===== src/rtl/siso_frame_ctrl_if.sv =====
`default_nettype none
// +------------------------------------------------------------------+
// | siso_frame_ctrl_if : load handshake and serial bit stream bundle |
// | Rev 1.0                                                          |
// +------------------------------------------------------------------+
interface siso_frame_ctrl_if #(
  parameter int WIDTH = 8
) ();
  localparam int IDX_W = $clog2(WIDTH);

  logic             load_valid;
  logic             load_ready;
  logic [WIDTH-1:0] load_data;
  logic             msb_first;
  logic             serial_out;
  logic             bit_valid;
  logic             serial_ready;
  logic [IDX_W-1:0] bit_index;
  logic             frame_done;
  logic             busy;

  modport master (
    output load_valid, load_data, msb_first, serial_ready,
    input  load_ready, serial_out, bit_valid, bit_index, frame_done, busy
  );

  modport slave (
    input  load_valid, load_data, msb_first, serial_ready,
    output load_ready, serial_out, bit_valid, bit_index, frame_done, busy
  );
endinterface
`default_nettype wire


===== src/rtl/siso_frame_ctrl.sv =====
`default_nettype none
// +------------------------------------------------------------------+
// | siso_frame_ctrl : word-in, bit-serial-out frame sequencer        |
// | Rev 1.0                                                          |
// +------------------------------------------------------------------+
module siso_frame_ctrl #(
  parameter int WIDTH      = 8,
  parameter int GAP_CYCLES = 2
) (
  input  wire logic        clk,
  input  wire logic        rst,
  siso_frame_ctrl_if.slave bus
);
  localparam int               IDX_W    = $clog2(WIDTH);
  localparam logic [IDX_W-1:0] LAST_IDX = IDX_W'(WIDTH - 1);
  localparam logic [7:0]       GAP_LAST = (GAP_CYCLES == 0) ? 8'd0 : 8'(GAP_CYCLES - 1);

  typedef enum logic [1:0] {
    ST_IDLE  = 2'd0,
    ST_SHIFT = 2'd1,
    ST_GAP   = 2'd2
  } state_t;

  state_t           state_q, state_d;
  logic [WIDTH-1:0] sreg_q, sreg_d;
  logic [IDX_W-1:0] bit_cnt_q, bit_cnt_d;
  logic [7:0]       gap_cnt_q, gap_cnt_d;
  logic             frame_done_q, frame_done_d;
  logic [WIDTH-1:0] data_rev;

  // MSB-first words are stored reversed so the shifter always drains from bit 0
  for (genvar i = 0; i < WIDTH; i++) begin : g_rev
    assign data_rev[i] = bus.load_data[WIDTH-1-i];
  end

  always_comb begin
    state_d      = state_q;
    sreg_d       = sreg_q;
    bit_cnt_d    = bit_cnt_q;
    gap_cnt_d    = gap_cnt_q;
    frame_done_d = 1'b0;
    case (state_q)
      ST_IDLE: begin
        if (bus.load_valid) begin
          sreg_d    = bus.msb_first ? data_rev : bus.load_data;
          bit_cnt_d = '0;
          state_d   = ST_SHIFT;
        end
      end
      ST_SHIFT: begin
        if (bus.serial_ready) begin
          sreg_d = {1'b0, sreg_q[WIDTH-1:1]};
          if (bit_cnt_q == LAST_IDX) begin
            bit_cnt_d    = '0;
            gap_cnt_d    = 8'd0;
            frame_done_d = 1'b1;
            state_d      = (GAP_CYCLES == 0) ? ST_IDLE : ST_GAP;
          end else begin
            bit_cnt_d = bit_cnt_q + 1'b1;
          end
        end
      end
      ST_GAP: begin
        gap_cnt_d = gap_cnt_q + 8'd1;
        if (gap_cnt_q == GAP_LAST) begin
          gap_cnt_d = 8'd0;
          state_d   = ST_IDLE;
        end
      end
      default: state_d = ST_IDLE;
    endcase
  end

  always_ff @(posedge clk or posedge rst) begin
    if (rst) begin
      state_q      <= ST_IDLE;
      sreg_q       <= '0;
      bit_cnt_q    <= '0;
      gap_cnt_q    <= 8'd0;
      frame_done_q <= 1'b0;
    end else begin
      state_q      <= state_d;
      sreg_q       <= sreg_d;
      bit_cnt_q    <= bit_cnt_d;
      gap_cnt_q    <= gap_cnt_d;
      frame_done_q <= frame_done_d;
    end
  end

  assign bus.load_ready = (state_q == ST_IDLE);
  assign bus.bit_valid  = (state_q == ST_SHIFT);
  assign bus.busy       = (state_q != ST_IDLE);
  assign bus.serial_out = sreg_q[0];
  assign bus.bit_index  = bit_cnt_q;
  assign bus.frame_done = frame_done_q;
endmodule
`default_nettype wire


===== src/flat_wrapper.sv =====
// flat-port wrapper written by rule: the top's interface ports become plain ports
module siso_frame_ctrl_flat 
#(
  parameter int WIDTH      = 8,
  parameter int GAP_CYCLES = 2
)
  (clk, rst, bus_load_valid, bus_load_data, bus_msb_first, bus_serial_ready, bus_load_ready, bus_serial_out, bus_bit_valid, bus_bit_index, bus_frame_done, bus_busy);
  siso_frame_ctrl_if #(.WIDTH(WIDTH)) bus_i ();
  input  wire logic clk;
  input  wire logic rst;
  input wire logic [$bits(bus_i.load_valid)-1:0] bus_load_valid;
  input wire logic [$bits(bus_i.load_data)-1:0] bus_load_data;
  input wire logic [$bits(bus_i.msb_first)-1:0] bus_msb_first;
  input wire logic [$bits(bus_i.serial_ready)-1:0] bus_serial_ready;
  output wire logic [$bits(bus_i.load_ready)-1:0] bus_load_ready;
  output wire logic [$bits(bus_i.serial_out)-1:0] bus_serial_out;
  output wire logic [$bits(bus_i.bit_valid)-1:0] bus_bit_valid;
  output wire logic [$bits(bus_i.bit_index)-1:0] bus_bit_index;
  output wire logic [$bits(bus_i.frame_done)-1:0] bus_frame_done;
  output wire logic [$bits(bus_i.busy)-1:0] bus_busy;
  assign bus_i.load_valid = bus_load_valid;
  assign bus_i.load_data = bus_load_data;
  assign bus_i.msb_first = bus_msb_first;
  assign bus_i.serial_ready = bus_serial_ready;
  assign bus_load_ready = bus_i.load_ready;
  assign bus_serial_out = bus_i.serial_out;
  assign bus_bit_valid = bus_i.bit_valid;
  assign bus_bit_index = bus_i.bit_index;
  assign bus_frame_done = bus_i.frame_done;
  assign bus_busy = bus_i.busy;
  siso_frame_ctrl #(.WIDTH(WIDTH), .GAP_CYCLES(GAP_CYCLES)) u_core (.clk(clk), .rst(rst), .bus(bus_i));
endmodule

===== config.mk =====
export PLATFORM = sky130hd
export DESIGN_NAME = siso_frame_ctrl_flat
export DESIGN_NICKNAME = d
export VERILOG_FILES = /design/src/rtl/siso_frame_ctrl_if.sv /design/src/rtl/siso_frame_ctrl.sv /design/src/flat_wrapper.sv
export SDC_FILE = /design/constraint.sdc
export NUM_CORES = 1
export LEC_CHECK = 0
export BUFFER_PORTS_ARGS = -buffer_cell sky130_fd_sc_hd__buf_2
export CAP_MARGIN = 20
export CORE_AREA = 2 2 63 65
export DETAILED_ROUTE_END_ITERATION = 7
export DIE_AREA = 0 0 65 67
export HOLD_SLACK_MARGIN = 0.15
export PLACE_DENSITY_LB_ADDON = 0.08
export SLEW_MARGIN = 25
export SYNTH_ARGS = -nofsm -noshare
export SYNTH_HDL_FRONTEND = slang
export SYNTH_SLANG_ARGS = --single-unit

===== constraint.sdc =====
create_clock -name clk -period 4.4 [get_ports clk]
set_input_delay 0.44 -clock clk [delete_from_list [all_inputs] [get_ports clk]]
set_output_delay 0.44 -clock clk [all_outputs]
set_load 0.03 [all_outputs]

# == Word-level counts from Yosys, hierarchy flattened ==
# Index checks and enable logic that the tools add are counted.
# op_classes
n_eq_ne,8
mux,20
add_sub_neg,2
reduce_logical,7
# ops
op,count
8-bit 2-to-1 mux,6
8-bit one-hot mux with 2 select lines,2
3-bit 2-to-1 mux,3
"8-bit by 1-bit adder with 8-bit output, second input constant",1
"8-bit by 1-bit == test with 1-bit output, second input constant",1
2-bit 2-to-1 mux,4
2-bit one-hot mux with 3 select lines,1
3-bit one-hot mux with 2 select lines,1
3-bit AND reduction,2
2-bit nonzero test,3
"2-bit by 1-bit != test with 1-bit output, second input constant",2
"2-bit != test, second input constant",2
4-bit AND reduction,1
"3-bit by 1-bit adder with 3-bit output, second input constant",1
"3-bit == test, second input constant",1
1-bit 2-to-1 mux,3
"2-bit by 1-bit == test with 1-bit output, second input constant",1
"2-bit == test, second input constant",1
2-bit logical NOT,1
# word_totals
register_bits,22
input_bits,13
wordCells,42

# == Longest topological paths before layout ==
# logic_depth
word_depth,4
depth_mapped,7
ltp_nobuf,6

# == Worst setup path before layout ==
# Ideal clock, no wire load.
# synth_path
kind,register to register
from,"reg u_core.bit_cnt_q[0], in the netlist u_core.bus.bit_index[0]"
to,reg u_core.gap_cnt_q[6]
path_stages_with_launch,7
path_buffers,0
t_required_ps,4279
synth_period_minus_slack_ps,1694
path_slack_ps,2706
t_arrival_ps,1573
path_cell_list,dfrtp_1 > ha_1 > ha_1 > nand4b_1 > and2_1 > a21o_1 > a22o_1
# synth_between
elab_chain_cells,3
# synth_rtl
element,line,source
"start, declared",siso_frame_ctrl.sv:26,"logic [IDX_W-1:0] bit_cnt_q, bit_cnt_d;"
"start signal, assigned",siso_frame_ctrl.sv:84,bit_cnt_q <= bit_cnt_d;
3-bit == test,siso_frame_ctrl.sv:53,if (bit_cnt_q == LAST_IDX) begin
2-bit by 1-bit != test with 1-bit output (no line),n/a,
3-bit AND reduction (no line),n/a,
"end signal, assigned",siso_frame_ctrl.sv:85,gap_cnt_q <= gap_cnt_d;
"end, declared",siso_frame_ctrl.sv:27,"logic [7:0] gap_cnt_q, gap_cnt_d;"
# Every way passes these cells.
# A chain may end at the register's enable or synchronous reset.

# == Worst setup path after layout ==
# layout_path
from,reg u_core.state_q[0]
to,out bus_bit_valid
# layout_between
elab_chain_cells,1
# layout_rtl
element,line,source
"start, declared",siso_frame_ctrl.sv:24,"state_t state_q, state_d;"
"start signal, assigned",siso_frame_ctrl.sv:82,state_q <= state_d;
2-bit by 1-bit == test with 1-bit output,siso_frame_ctrl.sv:91,assign bus.bit_valid = (state_q == ST_SHIFT);
"end, declared",flat_wrapper.sv:17,output wire logic [$bits(bus_i.bit_valid)-1:0] bus_bit_valid;
# Every way passes these cells.

==> summary.txt <==
Status
  – Status: finished, final reports clean

Timing
  – Hold_ws: 0.329 ns
  – Setup Skew: 0.00670 ns
  – Tmin final: 2.38 ns
  – Worst slew pin tran: 0.965 ns
  – Slew Limit Fails: 0
  – RSZ-0062 raised after global routing: no
  – Max Fclk: 421 MHz
  – Setup TNS: 0 ns
  – Final hold vios: 0
  – Final period util: 54.0%
  – Slew margin rel.: 35.5%
  – Setup violations, final: 0

Layout
  – Share of post-route cells with drive strength above 1: 27.1%
  – Final instance area: 1420 µm²
  – FILL cells: 367
  – Number of antenna diodes: 0
  – Final net count: 158
  – Area grow syn2layout: 14.5%

CTS
  – Hold buffers post-CTS: 0
  – CTS root buf: clkbuf_8
  – Clk sink count: 22
  – Cts repair resizes: 0
  – Postcts setup bufs: 0
  – Clock Path Buffers: 2
  – CTS Buf Count: 3
  – H-tree Lvls: 1
  – Worst-path clk slew: 0.08 ns
  – CTS tree: yes
  – Clock Latency Late Sink: 0.27 ns

Critical path
  – CP Capture Type: primary output
  – Kind of critical path: reg2out
  – Worst path max stage delay: 0.81 ns
  – Crit path max fanout: 16
  – CP arrival: 1.94 ns
  – Crit path cell chain: nor2b_1 > buf_2
  – Crit start category: flip-flop
  – Worst EP required: 3.96 ns
  – Crit path max-delay family: simple AND/OR/NAND/NOR gates
  – Critical path buffers and inverters: 1
  – Slowest CP cell: nor2b_1

Floorplan
  – Starting Density: 34.5%
  – DIE HEIGHT: 67 µm
  – Die ar.: 4360 µm²
  – Core region area: 3610 µm²
  – Die Wd: 65 µm
  – IO Pins: 21
  – FP Rows: 22

Yosys
  – EDFF count, synth: 0
  – Cell with the most instances after synthesis: dfrtp_1
  – Syn nets: 139
  – Avg Inst Size Synth: 10.2 µm²
  – Top_reg_cell synth: dfrtp_1
  – Main area contributors after synthesis: dfrtp_1 44%, mux2i_1 6.4%, mux2_2 6.3%
  – Netlist Area Pre-Place: 1240 µm²
  – Synth cell types: 38
  – Post-synth ARST share: 100%
  – YS warnings: 0
  – Yosys reg bits: 22
  – Synth cell count leaders: 22 x dfrtp_1, 18 x nand2_1, 9 x o21ai_1
  – Top cell type's share of synthesized area: 44.3%
  – Post-Syn Instances: 122
  – Yosys top cell by area: dfrtp_1
  – Seq/Total Area, Yosys: 44.3%

Global route
  – First-pass GRT wire length: 4080 µm
  – Largest net degree at the start of global routing: 23
  – Total grt overflow: 0
  – Initial antenna violation count: 0
  – Gr usage total: 12.4%
  – Vias in the first global route: 888

Detailed routing
  – Pre-antenna DRT Iters: 4
  – Vias per cell: 5.03
  – Via count: 945
  – # DRC: 0
  – Remaining antenna violation count after routing: 0
  – DR iter-0 viols: 51
  – Drt wl/cell: 12.3 µm
  – Routed WL: 2310 µm

Job
  – Number of max-cap violations: 0

Power
  – Leak: 0.690 nW
  – Worst IR Drop VDD: 0.000198 V
  – Power, Total: 0.846 mW
  – PD cells: 594 nW/µm²

Placed design
  – Dpl hpwl: 1650 µm
  – Area after DPL: 1350 µm²
  – GP Congestion: 0.700
  – Port bufs: 20

Worst hold path
  – HP Class: in2async
==> state kept, by name, indices dropped and copies added, names as in the netlist <==
signal,flops
u_core.bus.bit_index,3
u_core.bus.frame_done,1
u_core.sreg_q,8
u_core.state_q,2
u_core.gap_cnt_q,8
==> layout make-up <==
class                      count  area [µm²]  area share [%]
multi-input combinational     88         619            43.5
sequential                    22         551            38.7
timing repair buffer          20         100            7.03
tap                           48        60.1            4.22
clock buffer                   3        41.3            2.90
clock inverter                 1        30.0            2.11
inverter                       6        22.5            1.58
==> report_power, final <==
part           leakage (nW)  switching (mW)  internal (mW)
Clock                0.0357          0.0674          0.122
Combinational         0.370           0.171          0.133
Sequential            0.285          0.0780          0.276
==> per-stage QoR <==
step	utilization [%]	setup WS [ns]	instances
2_1_floorplan	-	2.71	122
3_3_place_gp	37.5	2.34	184
3_5_place_dp	37.5	2.32	184
4_1_cts	39.5	2.01	188
5_1_grt	39.5	1.85	188
6_report	39.5	2.02	188
==> worst paths after layout <==
path / startpoint / endpoint / slack, ns / cells past startpoint
max: u_core.state_q[0] / bus_bit_valid / 2.02 / 2
min: rst / u_core.sreg_q[6] / 0.33 / 2
max reg2reg: u_core.state_q[0] / u_core.sreg_q[1] / 2.51 / 3
min reg2reg: u_core.gap_cnt_q[7] / u_core.gap_cnt_q[7] / 0.49 / 1
max in group asynchronous: rst / u_core.gap_cnt_q[1] / 3.55 / 2
min in group clk: bus_serial_ready / u_core.state_q[0] / 0.45 / 2
==> cells in the final DEF (no fill, tap or decap) <==
cell type / synthesis / layout
nor4b_2: 1 / 1
or2_2: 1 / 1
nor2_1: 1 / 1
and4_1: 1 / 1
o41ai_1: 1 / 1
nand2b_1: 3 / 3
dfrtp_1: 22 / 22
xor2_1: 1 / 1
nand3b_1: 1 / 1
clkbuf_8: 0 / 3
buf_2: 1 / 20
a21oi_1: 2 / 2
nand2_1: 18 / 18
o21bai_1: 1 / 1
a22o_1: 2 / 2
nor4b_1: 1 / 1
nor3_1: 1 / 1
ha_1: 4 / 4
mux2i_2: 1 / 1
nand4b_1: 2 / 2
mux2_2: 7 / 7
and3_2: 1 / 1
and2_1: 1 / 1
and3_1: 1 / 1
nor2_4: 1 / 1
o21ai_1: 9 / 9
a21oi_2: 1 / 1
mux2i_1: 8 / 8
nand3_1: 2 / 2
nor2b_1: 2 / 2
o21ai_0: 4 / 4
inv_2: 1 / 1
inv_1: 5 / 5
a31oi_1: 7 / 7
a21o_1: 1 / 1
o22ai_1: 1 / 1
bufinv_16: 0 / 1
==> cell families (layout without fill, tap and decap cells) <==
group,after synthesis,count (layout),synth area share (%)
flip-flops,22,22,44.3
buffers and inverters,12,30,5.93
AND/OR/NAND/NOR,38,38,17.1
adder cells (fa/ha/maj),4,4,4.02
multiplexers,16,16,13.9
XOR/XNOR,1,1,0.704
AO/OA/AOI/OAI,29,29,14.1
==> per-layer routing <==
| metal | share of wire [%] | wire length [µm] | track usage [%] |
|---|---|---|---|
| met3 | 4.1 | 95 | 2.20 |
| met1 | 50 | 1160 | 16.2 |
| met4 | 2.2 | 51 | 7.18 |
| met5 | 0 | 0 | 0 |
| met2 | 44 | 1000 | 19.2 |
==> worst register-to-register path, cell delays in order, from the launching register on <==
cell	delay (ns)
dfrtp_1	0.51
nor2b_1	0.81
o21ai_1	0.17
mux2_2	0.29
(Power assumes the default switching activity.)
